[config.mk]
export PLATFORM = sky130hd
export DESIGN_NAME = lsu
export DESIGN_NICKNAME = d
export VERILOG_FILES = /design/src/rtl/lsu_pkg.sv /design/src/rtl/lsu_align.sv /design/src/rtl/lsu.sv
export SDC_FILE = /design/constraint.sdc
export NUM_CORES = 1
export LEC_CHECK = 0
export ABC_AREA = 1
export CORE_MARGIN = 10
export CORE_UTILIZATION = 39
export DETAILED_ROUTE_END_ITERATION = 7
export HOLD_SLACK_MARGIN = 0.15
export PLACE_DENSITY = 0.85
export SYNTH_ARGS = -nofsm -noshare
export SYNTH_HDL_FRONTEND = slang
export SYNTH_SLANG_ARGS = --single-unit
[constraint.sdc]
create_clock -name clk -period 1.4 [get_ports clk]
set_input_delay 0.28 -clock clk [delete_from_list [all_inputs] [get_ports clk]]
set_output_delay 0.28 -clock clk [all_outputs]
set_load 0.01 [all_outputs]
[src/rtl/lsu_pkg.sv]
// Shared types and constants for the load/store unit.
// Provides access-size decode and misalignment detection helpers.
package lsu_pkg;

    localparam int DATA_W = 32;
    localparam int BE_W   = 4;

    localparam logic [2:0] F3_LB  = 3'b000;
    localparam logic [2:0] F3_LH  = 3'b001;
    localparam logic [2:0] F3_LW  = 3'b010;
    localparam logic [2:0] F3_LBU = 3'b100;
    localparam logic [2:0] F3_LHU = 3'b101;

    typedef enum logic [1:0] {
        ST_IDLE = 2'b00,
        ST_REQ  = 2'b01,
        ST_DONE = 2'b10
    } lsu_state_e;

    typedef enum logic [1:0] {
        SZ_B = 2'b00,
        SZ_H = 2'b01,
        SZ_W = 2'b10
    } lsu_size_e;

    // Undefined encodings fall back to a full word access.
    function automatic lsu_size_e decode_size(input logic [2:0] f3);
        lsu_size_e sz;
        case (f3)
            3'b000, 3'b100: sz = SZ_B;
            3'b001, 3'b101: sz = SZ_H;
            default:        sz = SZ_W;
        endcase
        return sz;
    endfunction

    function automatic logic is_misaligned(input logic [2:0] f3, input logic [1:0] lo);
        logic mis;
        case (decode_size(f3))
            SZ_H:    mis = lo[0];
            SZ_W:    mis = (lo != 2'b00);
            default: mis = 1'b0;
        endcase
        return mis;
    endfunction

endpackage

[src/rtl/lsu_align.sv]
// Combinational lane steering: byte enables, store-data replication,
// and load lane extraction with sign/zero extension.
module lsu_align
    import lsu_pkg::*;
(
    input  logic [2:0]        funct3,
    input  logic [1:0]        addr_lo,
    input  logic [DATA_W-1:0] wdata,
    input  logic [DATA_W-1:0] rdata,
    output logic [BE_W-1:0]   be,
    output logic [DATA_W-1:0] wdata_rep,
    output logic [DATA_W-1:0] rdata_ext
);

    logic [7:0]  byte_s;
    logic [15:0] half_s;

    // Lane select and extension; halfword lane uses addr_lo[1] only.
    always_comb begin
        be        = 4'b1111;
        wdata_rep = wdata;
        rdata_ext = rdata;
        half_s    = addr_lo[1] ? rdata[31:16] : rdata[15:0];
        case (addr_lo)
            2'b00:   byte_s = rdata[7:0];
            2'b01:   byte_s = rdata[15:8];
            2'b10:   byte_s = rdata[23:16];
            2'b11:   byte_s = rdata[31:24];
            default: byte_s = rdata[7:0];
        endcase
        case (decode_size(funct3))
            SZ_B: begin
                be        = 4'b0001 << addr_lo;
                wdata_rep = {4{wdata[7:0]}};
                rdata_ext = funct3[2] ? {24'h000000, byte_s} : {{24{byte_s[7]}}, byte_s};
            end
            SZ_H: begin
                be        = 4'b0011 << {addr_lo[1], 1'b0};
                wdata_rep = {2{wdata[15:0]}};
                rdata_ext = funct3[2] ? {16'h0000, half_s} : {{16{half_s[15]}}, half_s};
            end
            default: begin
                be        = 4'b1111;
                wdata_rep = wdata;
                rdata_ext = rdata;
            end
        endcase
    end

endmodule

[src/rtl/lsu.sv]
// Load/store unit: one sized bus transaction per memory instruction, stalling the PC.
// Optional misaligned-access trap enabled by defining LSU_MISALIGN_TRAP_EN.
module lsu
    import lsu_pkg::*;
#(
    parameter int ADDR_W = 32
) (
    input  logic              clk,
    input  logic              reset,
    input  logic              MemRead,
    input  logic              MemWrite,
    input  logic [2:0]        funct3,
    input  logic [ADDR_W-1:0] Mem_WrAddr,
    input  logic [DATA_W-1:0] Mem_WrData,
    output logic [DATA_W-1:0] ReadData,
    output logic              Stall,
    output logic              Fault,
    output logic              bus_req,
    output logic              bus_we,
    output logic [ADDR_W-1:0] bus_addr,
    output logic [DATA_W-1:0] bus_wdata,
    output logic [BE_W-1:0]   bus_be,
    input  logic              bus_ready,
    input  logic [DATA_W-1:0] bus_rdata
);

    lsu_state_e        state_r, state_next_s;
    logic              mem_req_s, misalign_s;
    logic [BE_W-1:0]   be_s;
    logic [DATA_W-1:0] wdata_s, rdata_ext_s;
    logic              bus_req_r, bus_we_r;
    logic [ADDR_W-1:0] bus_addr_r;
    logic [DATA_W-1:0] bus_wdata_r, read_data_r;
    logic [BE_W-1:0]   bus_be_r;

    lsu_align u_align (
        .funct3    (funct3),
        .addr_lo   (Mem_WrAddr[1:0]),
        .wdata     (Mem_WrData),
        .rdata     (bus_rdata),
        .be        (be_s),
        .wdata_rep (wdata_s),
        .rdata_ext (rdata_ext_s)
    );

    // Request detection and optional misalignment qualification.
    always_comb begin
        mem_req_s = MemRead | MemWrite;
`ifdef LSU_MISALIGN_TRAP_EN
        misalign_s = is_misaligned(funct3, Mem_WrAddr[1:0]);
`else
        misalign_s = 1'b0;
`endif
    end

    // State register.
    always_ff @(posedge clk or negedge reset) begin
        if (!reset) begin
            state_r <= ST_IDLE;
        end else begin
            state_r <= state_next_s;
        end
    end

    // Next-state logic; a trapped access skips the bus phase.
    always_comb begin
        state_next_s = state_r;
        case (state_r)
            ST_IDLE: begin
                if (mem_req_s) begin
                    state_next_s = misalign_s ? ST_DONE : ST_REQ;
                end else begin
                    state_next_s = ST_IDLE;
                end
            end
            ST_REQ: begin
                if (bus_ready) begin
                    state_next_s = ST_DONE;
                end else begin
                    state_next_s = ST_REQ;
                end
            end
            ST_DONE: state_next_s = ST_IDLE;
            default: state_next_s = ST_IDLE;
        endcase
    end

    // Bus output registers and load-data capture.
    always_ff @(posedge clk or negedge reset) begin
        if (!reset) begin
            bus_req_r   <= 1'b0;
            bus_we_r    <= 1'b0;
            bus_addr_r  <= {ADDR_W{1'b0}};
            bus_wdata_r <= 32'h00000000;
            bus_be_r    <= 4'b0000;
            read_data_r <= 32'h00000000;
        end else begin
            case (state_r)
                ST_IDLE: begin
                    if (mem_req_s && !misalign_s) begin
                        bus_req_r   <= 1'b1;
                        bus_we_r    <= MemWrite;
                        bus_addr_r  <= {Mem_WrAddr[ADDR_W-1:2], 2'b00};
                        bus_be_r    <= be_s;
                        bus_wdata_r <= wdata_s;
                    end else begin
                        bus_req_r <= 1'b0;
`ifdef LSU_MISALIGN_TRAP_EN
                        if (mem_req_s) begin
                            read_data_r <= 32'h00000000;
                        end
`endif
                    end
                end
                ST_REQ: begin
                    if (bus_ready) begin
                        bus_req_r <= 1'b0;
                        if (!bus_we_r) begin
                            read_data_r <= rdata_ext_s;
                        end
                    end else begin
                        bus_req_r <= 1'b1;
                    end
                end
                default: bus_req_r <= 1'b0;
            endcase
        end
    end

`ifdef LSU_MISALIGN_TRAP_EN
    logic fault_r;

    // Fault pulses for the DONE cycle of a trapped access.
    always_ff @(posedge clk or negedge reset) begin
        if (!reset) begin
            fault_r <= 1'b0;
        end else begin
            fault_r <= (state_r == ST_IDLE) && mem_req_s && misalign_s;
        end
    end

    assign Fault = fault_r;
`else
    assign Fault = 1'b0;
`endif

    assign Stall     = ((state_r == ST_IDLE) && mem_req_s) || (state_r == ST_REQ);
    assign bus_req   = bus_req_r;
    assign bus_we    = bus_we_r;
    assign bus_addr  = bus_addr_r;
    assign bus_wdata = bus_wdata_r;
    assign bus_be    = bus_be_r;
    assign ReadData  = read_data_r;

endmodule

==> run_results.csv, run 1 <==
group,metric,value,unit
sta,finalWorstSetupSlack,-160,ps
die,rows,40,
pwr,sequentialPowerShare,0.338,
setup_path,worstReg2RegStart,"state_r[0]$_DFF_PN0_",
finish,area_growth,64.1,%
route,firstDrtPassIters,5,
synth,synth-edff-count,0,
synth,synthDistinctLibCells,29,
sta,finalClockSkew,6.99,ps
finish,diodes,0,
setup_path,end_kind,"output pin",
cts,clock-sinks,101,
finish,fin_nets,982,
synth,yosys-top-cells-area,"dfrtp_1 52%, nand2_1 19%, a21oi_1 3.7%, nand3_1 3.4%, o21ai_0 3.3%",
route,first_iter_violations,359,
route,vias,5204,
die,start_util,0.402,
cts,cts_root_buffer,"clkbuf_16",
synth,synth_seq_area_share,0.518,
min_path,hold_path_class,"in2async",
pwr,power_frac_clock,0.158,
die,dieWidth,132,um
run_status,status,"complete, but fails checks",
placement,hpwlAfterDp,13.1,mm
synth,synthFlopType,"dfrtp_1",
placement,io_buffers,204,
die,die_area,17400,um2
sta,slew_violations,0,
placement,preCtsSetupSlack,-512,ps
setup_path,worst_r2r_endpoint,"bus_wdata[24]$_DFFE_PN0P_",
cts,cts_buffer_depth,2,
route,via_per_inst,4.95,
synth,synth_area_per_cell,7.76,um2
setup_path,path_class,"in2out",
sta,final.min_clock_period,1560,ps
setup_path,crit_fanout,3,
setup_path,worstRegToRegCells,7,
route,wl,18.4,mm
grt,grt_max_degree,59,
sta,hold_violations,0,
grt,grt_remaining_overflow,0,
pwr,p_sw,5.89,mW
synth,ys.warnings.count,0,
pwr,fin_total_pwr,15.2,mW
finish,nFillCells,1009,
cts,worstSkewPairLatency,360,ps
synth,post-synth-top-area-fraction,0.518,
sta,setup_viol,81,
route,antenna_left,0,
finish,fin_area,8010,um2
synth,syn_inst,629,
placement,place_congestion,0.876,
pwr,combPwrFrac,0.504,
route,wl_per_cell,17.5,um
finish,instances_no_fill,1051,
cts,cts.clk_slew.worst_paths,70,ps
synth,yosys-top-cells-count,"253 x nand2_1, 101 x dfrtp_1, 41 x inv_1, 41 x nor2_1, 36 x a21oi_1",
sta,fin_crit_sh,1.11,
pwr,p_int,9.29,mW
sta,rsz0062_at_grt,"true",
pwr,leakagePower,4.10,nW
route,post-route-drc-count,0,
die,boundaryPins,208,
cts,htreeDepth,3,
setup_path,crit_arrival,1280,ps
pwr,peakVddDrop,0.00110,V
cts,cts-buffers-inserted,9,
pwr,powerDensity,1890,nW/um2
synth,yosysMostFrequentCell,"nand2_1",
placement,dp_cells,1021,
synth,synth.ff_latch_count,101,
setup_path,crit_required,1120,ps
run_status,violations,"setup timing",
synth,async_flop_share,1.00,
grt,grt_pass1_vias,5131,
grt,grt_usage,0.194,
finish,final_layout_size_suffix_gt1_frac,0.169,
sta,fin_setup_tns,-4230,ps
grt,grt_pass1_wl,27.4,mm
grt,antenna_found_initial,0,
synth,synth_area_leader_cell,"dfrtp_1",
die,fp.dieH,132,um
sta,fmax,641,MHz
flow_run,cap_violations,0,
die,core_region_area,12200,um2
synth,netlist_area,4880,um2
setup_path,cp-start-kind,"input port",
pwr,netSwitchingFraction,0.388,
placement,place_area,7470,um2
setup_path,r2r_slack,-80,ps
cts,cts_tree,"yes",
flip-flops by register name, summed over array words and instances, names as in the netlist:
signal	cells
ReadData	32
bus_wdata	32
bus_addr	30
bus_be	4
state_r	2
bus_we	1
per-layer routing:
metal | vias up | track usage | part of all wire
met5 | - | 0 | 0
met4 | 0 | 0.0680 | 0.020
met3 | 24 | 0.0625 | 0.095
met2 | 266 | 0.316 | 0.49
met1 | 2442 | 0.234 | 0.40
li1 | 2472 | - | -
cell usage in the layout, fill, tap and decap left out, drive strengths merged:
cell and count:
nand2 255, dlygate4sd2 101, dfrtp 101, clkdlybuf4s50 98, buf 63, inv 47, nor2 44, a21oi 37
nand3 35, o21ai 34, or2 24, clkbuf 14, a31oi 8, o22ai 7, conb 3, clkinvlp 3
nor3 2, dlymetal6s2s 2, clkinv 2, o21bai 1, nand3b 1, dlygate4sd3 1
cell families (layout without fill, tap and decap cells):
logic type,Yosys count,after routing,share of synthesized area
flops,101,101,0.518
simple gates,361,361,0.314
buf+inv,79,331,0.0728
compound gates,87,87,0.0951
other cells,1,3,0.000768
layout make-up:
cell class / instances / area (um2) / share of cell area
repair buffers: 270 / 2710 / 0.338
flip-flops and latches: 101 / 2530 / 0.316
multi-input cells: 451 / 2110 / 0.264
clock buffers: 9 / 225 / 0.0281
well taps: 168 / 210 / 0.0262
inverters: 45 / 169 / 0.0211
clock inverters: 7 / 56.3 / 0.00703
stage by stage:
| stage | utilization | hold slack, ps |
|---|---|---|
| 5_1_grt | 0.659 | 308 |
| 3_5_place_dp | 0.614 | 137 |
| 3_3_place_gp | 0.614 | 137 |
| 4_1_cts | 0.630 | 294 |
| 6_report | 0.659 | 299 |
| 2_1_floorplan | - | -15.6 |
power by group through the flow:
stage / logic, mW / clock network (mW) / registers (mW)
finish: 7.65 / 2.39 / 5.13
global route: 8.34 / 2.55 / 5.32
CTS: 6.81 / 2.43 / 5.07
detailed placement: 7.64 / 0 / 5.15
global placement: 7.47 / 0 / 5.11
floorplan: 2.64 / 0 / 5.77
critical path, stage by stage:
cell	delay, ps
clkdlybuf4s50_1	510
nor2_1	90
nor3_4	170
inv_2	80
nand2_4	60
buf_6	90
worst max path at each step:
stage                          from                  endpoint  slack, ps  depth (start not counted)
2_1_floorplan  state_r[0]$_DFF_PN0_                     Stall          5                          5
3_3_place_gp               MemWrite                     Stall       -490                          6
3_5_place_dp               MemWrite                     Stall       -510                          6
4_1_cts        state_r[0]$_DFF_PN0_  ReadData[26]$_DFFE_PN0P_       -150                          7
5_1_grt                    MemWrite                     Stall       -220                          6
6_report                   MemWrite                     Stall       -160                          6
timing repair:
item                                    4_1_cts  5_1_grt
gates resized for setup                     109       59
gates cloned                                  1        6
pin swaps                                     0        3
buffers inserted                              0        7
hold endpoints to repair                    101        0
hold buffers                                  1        0
endpoints found under the setup margin      175       77
Power figures use the tool's default switching activity.
==> inputs of run 2 (changes only) <==
--- a/config.mk
+++ b/config.mk
@@ -8,3 +8,2 @@
 export ABC_AREA = 1
-export CORE_MARGIN = 10
 export CORE_UTILIZATION = 39
--- a/constraint.sdc
+++ b/constraint.sdc
@@ -3,2 +3,2 @@
 set_output_delay 0.28 -clock clk [all_outputs]
-set_load 0.01 [all_outputs]
+set_load 0.1 [all_outputs]
==> run_results.csv, run 2 (synthesis gave the netlist of run 1 again) <==
group,metric,value,unit
setup_path,crit_arrival,1390,ps
route,vias,5781,
grt,grt_usage,0.281,
flow_run,cap_violations,0,
setup_path,crit_required,1120,ps
setup_path,end_kind,"output pin",
placement,place_area,8500,um2
die,boundaryPins,208,
finish,layout_common_cells,"211 x nand2_1, 113 x buf_12, 99 x dfrtp_1, 96 x clkdlybuf4s50_1, 44 x buf_4",
route,wl_per_cell,20.2,um
placement,hpwlAfterDp,12.8,mm
placement,io_buffers,204,
cts,clock-sinks,101,
grt,antenna_found_initial,0,
die,start_util,0.403,
route,wl,21.5,mm
die,core_region_area,12100,um2
route,antenna_left,0,
finish,fin_nets,993,
cts,cts_tree,"yes",
grt,grt_pass1_wl,28.1,mm
setup_path,path_class,"reg2out",
cts,cts.clk_slew.worst_paths,70,ps
sta,fin_crit_sh,1.19,
sta,finalClockSkew,11.8,ps
sta,rsz0062_at_grt,"true",
setup_path,crit_fanout,3,
route,first_iter_violations,536,
sta,finalWorstSetupSlack,-272,ps
finish,fin_area,9530,um2
min_path,hold_path_class,"in2reg",
cts,htreeDepth,3,
placement,dp_cells,1025,
die,fp.dieH,114,um
die,die_area,13000,um2
setup_path,slowest_delay,510,ps
route,firstDrtPassIters,7,
grt,grt_max_degree,48,
sta,fmax,598,MHz
die,dieWidth,114,um
route,post-route-drc-count,0,
setup_path,r2r_slack,-240,ps
placement,place_congestion,0.930,
cts,cts-buffers-inserted,9,
sta,slew_violations,0,
route,via_per_inst,5.45,
cts,cts_buffer_depth,2,
setup_path,crit_chain,"nor3_4, inv_4, nand2_8, buf_12",
run_status,violations,"setup timing",
finish,area_growth,95.2,%
sta,hold_violations,0,
sta,setup_viol,83,
cts,worstSkewPairLatency,360,ps
setup_path,cp-start-kind,"register",
sta,final.min_clock_period,1670,ps
setup_path,cp_slowest_cell,"dfrtp_4",
cts,cts_root_buffer,"clkbuf_16",
grt,grt_remaining_overflow,0,
finish,final_common_cell,"nand2_1",
finish,instances_no_fill,1061,
finish,diodes,0,
finish,final_layout_size_suffix_gt1_frac,0.338,
run_status,status,"complete, but fails checks",
grt,grt_pass1_vias,5360,
die,rows,40,
run 2: cell count changes in the layout (fill, tap and decap cells not counted), moves of 3 or more:
| cell | change |
|---|---|
| a21oi_1 | -3 |
| o21ai_0 | -8 |
| buf_12 | +101 |
| nand2_1 | -26 |
| nor2_2 | +3 |
| dlygate4sd2_1 | -98 |
| nor2_1 | -8 |
| nor2_4 | +5 |
| nand2_4 | +8 |
| o21ai_2 | +6 |
| nand2_2 | +17 |
run 2: what timing repair did:
action                                 in CTS  in global routing
buffers inserted                            3                  3
gates cloned                                3                 12
gates resized for setup                    19                119
pin swaps                                   2                 14
endpoints found under the hold margin      28                  0
setup endpoints to repair                  40                 95
hold buffers                                1                  0
run 2: final timing paths:
check / cells after the start / startpoint / end
worst max-delay path: 4 / state_r[0]$_DFF_PN0_ / Stall
worst min-delay path: 3 / MemWrite / bus_we$_DFFE_PN0P_
worst max register to register: 7 / state_r[0]$_DFF_PN0_ / bus_wdata[23]$_DFFE_PN0P_
worst min register to register: 2 / bus_addr[28]$_DFFE_PN0P_ / bus_addr[28]$_DFFE_PN0P_
max in group asynchronous: 3 / reset / bus_addr[7]$_DFFE_PN0P_
min in group asynchronous: 2 / reset / bus_addr[21]$_DFFE_PN0P_
run 2: stage by stage:
stage,setup WS [ps],TNS [ps],utilization,hold slack (ps)
2_1_floorplan,-226,-5940,-,-15.6
3_3_place_gp,-466,-33280,0.702,198
3_5_place_dp,-529,-36350,0.702,199
4_1_cts,-286,-4000,0.737,363
5_1_grt,-311,-12780,0.787,264
6_report,-272,-8740,0.787,256
run 2: worst max-delay path: cells and delay by family, from the launching register on:
kind,cells,cell delay [ps]
buffers and inverters,2,240
and+or+nand+nor,2,290
DFF,1,510
run 2: area by class of cell:
| cell class | count | area, um2 |
|---|---|---|
| clock buffer | 10 | 229 |
| inverter | 45 | 171 |
| timing repair buffer | 280 | 4000 |
| clock inverter | 5 | 60.1 |
| fill | 686 | 2580 |
| tap | 168 | 210 |
| multi-input combinational | 452 | 2330 |
| sequential | 101 | 2530 |
run 2: routing by layer:
metal / GRT usage / up-vias / part of all wire
met4: 0.132 / 0 / 0.057
li1: - / 2499 / -
met2: 0.483 / 450 / 0.50
met5: 0 / - / 0
met3: 0.0558 / 128 / 0.095
met1: 0.340 / 2704 / 0.35
Power of run 2 is left out: the tool's default activity adds up to more than one toggle a clock period on the data nets, which glitch-free logic cannot reach.
==> inputs of run 3 (changes only) <==
- CORE_UTILIZATION: 39 -> 40
- SYNTH_HIERARCHICAL: default -> 1
==> run_results.csv, run 3 <==
group,metric,value,unit
die,dieWidth,116,um
grt,grt_max_degree,58,
synth,ys.warnings.count,6,
finish,area_growth,75.5,%
sta,finalWorstSetupSlack,-169,ps
finish,final_common_cell,"nand2_1",
sta,setup_viol,2,
cts,cts-buffers-inserted,9,
synth,synth_area_leader_cell,"dfrtp_1",
synth,netlist_area,5220,um2
synth,syn_inst,677,
route,first_iter_violations,519,
synth,synth_area_per_cell,7.72,um2
route,dr_wl_met3,1.24,mm
min_path,hold_path_class,"in2async",
synth,synth_seq_area_share,0.484,
finish,multi_input_comb_area,2330,um2
die,start_util,0.412,
route,post-route-drc-count,0,
route,antenna_left,0,
finish,final_layout_size_suffix_gt1_frac,0.239,
synth,synthDistinctLibCells,23,
finish,layout_common_cells,"326 x nand2_1, 117 x nand3_1, 112 x buf_12, 99 x dfrtp_1, 98 x clkdlybuf4s50_1",
grt,grt_usage,0.269,
cts,htreeDepth,3,
finish,seq_area,2530,um2
finish,instances_no_fill,1073,
synth,yosys-top-cells-count,"328 x nand2_1, 118 x nand3_1, 101 x dfrtp_1",
cts,worstSkewPairLatency,350,ps
finish,nFillCells,892,
sta,fmax,637,MHz
cts,cts_tree,"yes",
placement,io_buffers,204,
placement,place_congestion,0.887,
route,vias,5479,
die,rows,41,
synth,yosysMostFrequentCell,"nand2_1",
cts,cts_buffer_depth,2,
sta,slew_violations,0,
route,maxUsedRoutingLayer,"met4",
sta,fin_crit_sh,1.12,
cts,clock-sinks,101,
sta,hold_violations,0,
die,core_region_area,12700,um2
cts,cts_root_buffer,"clkbuf_16",
finish,fin_nets,1000,
die,boundaryPins,208,
setup_path,end_kind,"output pin",
sta,final.min_clock_period,1570,ps
grt,antenna_found_initial,0,
grt,grt_pass1_vias,5371,
route,wl_met1,7.06,mm
route,via_per_inst,5.11,
setup_path,cp-start-kind,"register",
synth,synth.ff_latch_count,101,
synth,post-synth-top-area-fraction,0.484,
die,fp.dieH,116,um
synth,yosys-top-cells-area,"dfrtp_1 48%, nand2_1 24%, nand3_1 11%, nand3_2 4.0%, buf_4 2.6%",
sta,rsz0062_at_grt,"true",
setup_path,path_class,"reg2out",
synth,async_flop_share,1.00,
grt,grt_pass1_wl,27.7,mm
sta,finalClockSkew,7.56,ps
grt,grt_remaining_overflow,0,
synth,synth-edff-count,0,
run_status,status,"complete, but fails checks",
placement,dp_cells,1048,
route,met2_length,8.75,mm
finish,diodes,0,
die,die_area,13500,um2
setup_path,crit_required,1120,ps
route,firstDrtPassIters,6,
route,wl_per_cell,16.5,um
finish,finish.utilization,0.724,
cts,cts.clk_slew.worst_paths,70,ps
placement,hpwlAfterDp,12.9,mm
setup_path,crit_fanout,3,
run_status,violations,"setup timing",
synth,synthFlopType,"dfrtp_1",
placement,preCtsSetupSlack,-449,ps
setup_path,crit_arrival,1290,ps
route,wl,17.7,mm
flow_run,cap_violations,0,
-- run 3: cell count changes in the layout (fill, tap and decap cells not counted), moves of 8 or more --
cell     delta
nand3_2    +20
or2_2      -24
nor2_1     -27
nand2_1   +115
inv_1      -24
nand3_1    +85
o21ai_1    -17
o21ai_2     -8
a21oi_1    -30
a31oi_1     -8
nand2_2    -33
-- run 3: path summary, 6_finish.rpt --
path / from / endpoint / slack, ps / cells after the start
max in group asynchronous: reset / state_r[0]$_DFF_PN0_ / 630 / 3
min reg2reg: bus_wdata[29]$_DFFE_PN0P_ / bus_wdata[29]$_DFFE_PN0P_ / 530 / 2
min in group clk: Mem_WrAddr[7] / bus_addr[7]$_DFFE_PN0P_ / 480 / 3
max reg2reg: state_r[0]$_DFF_PN0_ / bus_wdata[12]$_DFFE_PN0P_ / 70 / 6
min: reset / ReadData[6]$_DFFE_PN0P_ / 450 / 3
max: state_r[0]$_DFF_PN0_ / Stall / -170 / 4
-- run 3: cell families after synthesis --
family	after synthesis	share of synthesized area
buf+inv	73	0.0771
simple gates	481	0.411
flops	101	0.484
other cells	1	0.000718
compound gates	21	0.0268
-- run 3: worst max-delay path: stages, from the launching register on --
cell and delay [ps]:
dfrtp_4 500, nor2_4 130, nand2_4 90, nand2_8 60, buf_12 160
-- run 3: layout make-up --
class,count,share of cell area
Multi-Input combinational cell,505,0.255
Sequential cell,101,0.276
Timing Repair Buffer,258,0.396
Tap cell,172,0.0235
Clock buffer,9,0.0246
Clock inverter,7,0.0158
Inverter,21,0.00887
-- run 3: per-stage QoR --
step / instance area, um2 / hold WS (ps) / TNS, ps
after detailed placement: 8630 / 294 / -30250
after global routing: 9170 / 492 / -276
after floorplan: 5260 / -15.6 / -175
after global placement: 8630 / 285 / -25590
after CTS: 9070 / 476 / -248
final: 9170 / 449 / -204
-- run 3: timing repair --
action,4_1_cts,5_1_grt
endpoints found under the hold margin,101,0
gates resized for setup,10,11
pin swaps,2,3
gates cloned,0,2
setup buffers,5,2
hold buffers,1,0
endpoints found under the setup margin,33,57
-- run 3: metal layers --
metal  up-vias  global-route usage
met5         -                   0
met4         0               0.132
met3        43              0.0467
met2       265               0.450
met1      2583               0.337
li1       2588                   -
Power of run 3 is left out for the same reason.
==> RTL change, RTL diff (config.mk and constraints of run 1) <==
The 3 states of `lsu_state_e` get a one-hot encoding in 3 bits.
--- a/src/rtl/lsu_pkg.sv
+++ b/src/rtl/lsu_pkg.sv
@@ -12,8 +12,8 @@
     localparam logic [2:0] F3_LHU = 3'b101;
 
-    typedef enum logic [1:0] {
-        ST_IDLE = 2'b00,
-        ST_REQ  = 2'b01,
-        ST_DONE = 2'b10
+    typedef enum logic [2:0] {
+        ST_IDLE = 3'b001,
+        ST_REQ  = 3'b010,
+        ST_DONE = 3'b100
     } lsu_state_e;
 
Function: no difference found for any inputs over 10 cycles, from zero or initial values and one cycle with reset low; not proved beyond that.
==> RTL change against run 1 <==
  * Largest cell class unchanged
  * Utilization up 6.1 points
  * Power up 21%
  * Wire length up 24%
  * Fmax down 7.0%
  * Cell area up 13%
  * Combinational power up 33%
  * Sequential share of layout area down 3.4 points
  * Worst setup slack worse by 0.12 ns
  * The flow still finishes with violations (setup timing)
  * Global-route usage up 1.4 points
  * Sequential cell count up 1
  * Synthesized area up 3.3%
  * Largest power group unchanged
  * Critical path type is now reg -> out
==> RTL change: results (changes against run 1) <==
| Metric | Value |
|---|---|
| Outcome | `finished with violations (unchanged)` |
| Failing checks | `setup timing (unchanged)` |
| Synth top cells by count | `nand2_1 (246), dfrtp_1 (101), inv_1 (49), nor2_1 (45), o21ai_0 (33) (was nand2_1 (253), dfrtp_1 (101), inv_1 (41), nor2_1 (41), a21oi_1 (36))` |
| # Post-CTS Setup Buffers | `13 (was 0)` |
| Hpwl dp | `13,990 um (was 13,110 um)` |
| Reg2Reg Setup Slack | `-0.26 ns (was -0.08 ns)` |
| Endpoint of the worst register-to-register path | `bus_addr[14] (was bus_wdata[24])` |
| Vias | `5,692 (was 5,204)` |
| Sequential element share of the synthesized area | `0.5065 (was 0.5176)` |
| CTS-repair resized insts | `149 (was 109)` |
| Iter 0 DRT Violations | `522 (was 359)` |
| Largest cells by area after synthesis | `dfrtp_1 (50%), nand2_1 (18%), inv_1 (3.6%) (was dfrtp_1 (52%), nand2_1 (19%), a21oi_1 (3.7%))` |
| Crit-path max FO | `2 (was 3)` |
| Top delay family on crit path | `flip-flops (was buffers and inverters)` |
| CP max-delay cell | `dfstp_2 (was clkdlybuf4s50_1)` |
| Leakage | `0.004501 uW (was 0.004103 uW)` |
| GR Layer Usage met2 | `0.3398 (was 0.3158)` |
| Total GRT Usage | `0.2078 (was 0.1937)` |
| DRT Pass-1 Iters | `7 (was 5)` |
| Crit path launch type | `flop (was primary input)` |
| First-pass GRT wire length | `29,360 um (was 27,430 um)` |
| Final worst slack | `-0.2775 ns (was -0.1600 ns)` |
| Setup violations, final | `103 (was 81)` |
| Worst R2R Start | `state_r[0] (unchanged)` |
| Max rail drop VDD | `0.0008883 V (was 0.001101 V)` |
| Reg2Reg Depth | `8 (was 7)` |
| Clock net power | `2610 uW (was 2390 uW)` |
RTL change: through the flow:
step | total power, uW | hold slack (ns) | setup slack [ns] | setup TNS, ns | util
2_1_floorplan | 8347 | -0.01559 | 0.01837 | 0 | -
3_3_place_gp | 12710 | 0.1948 | -0.5023 | -42.28 | 0.6015
3_5_place_dp | 12980 | 0.1941 | -0.5501 | -43.92 | 0.6015
4_1_cts | 15260 | 0.3704 | -0.2239 | -13.10 | 0.6406
5_1_grt | 19340 | 0.4033 | -0.3096 | -22.29 | 0.7198
6_report | 18410 | 0.3737 | -0.2775 | -18.13 | 0.7198
RTL change: kinds of logic (layout without fill, tap and decap cells):
group                  count (synthesis)  in the layout  synth area share
AO/OA/AOI/OAI                         87             87            0.1050
other                                  1              3         0.0007437
buffers and inverters                 92            356           0.08461
flip-flops                           102            102            0.5065
AND/OR/NAND/NOR                      356            356            0.3032
RTL change: area by class of cell:
type,instances,share of cell area
clock buffers,10,0.02521
clock inverters,6,0.007576
inverters,54,0.02741
multi-input cells,446,0.3000
flip-flops and latches,102,0.2813
well taps,172,0.02369
repair buffers,285,0.3336
repair inverters,1,0.001240
RTL change: how the worst min path moves through the flow:
| stage | startpoint | end | slack, ns | cells after the start |
|---|---|---|---|---|
| after global placement | reset | bus_addr[8] | 0.19 | 1 |
| after detailed placement | reset | bus_addr[8] | 0.19 | 1 |
| after global routing | reset | bus_wdata[10] | 0.40 | 2 |
| after floorplan | reset | ReadData[0] | -0.02 | 0 |
| final | reset | bus_wdata[16] | 0.37 | 2 |
| after CTS | reset | bus_addr[8] | 0.37 | 2 |
RTL change: per-layer routing:
metal	part of all wire	vias up	wire, um
met5	0	-	0
met4	0.043	0	981
met3	0.10	86	2339
met2	0.47	386	10720
met1	0.38	2693	8724
li1	-	2527	-
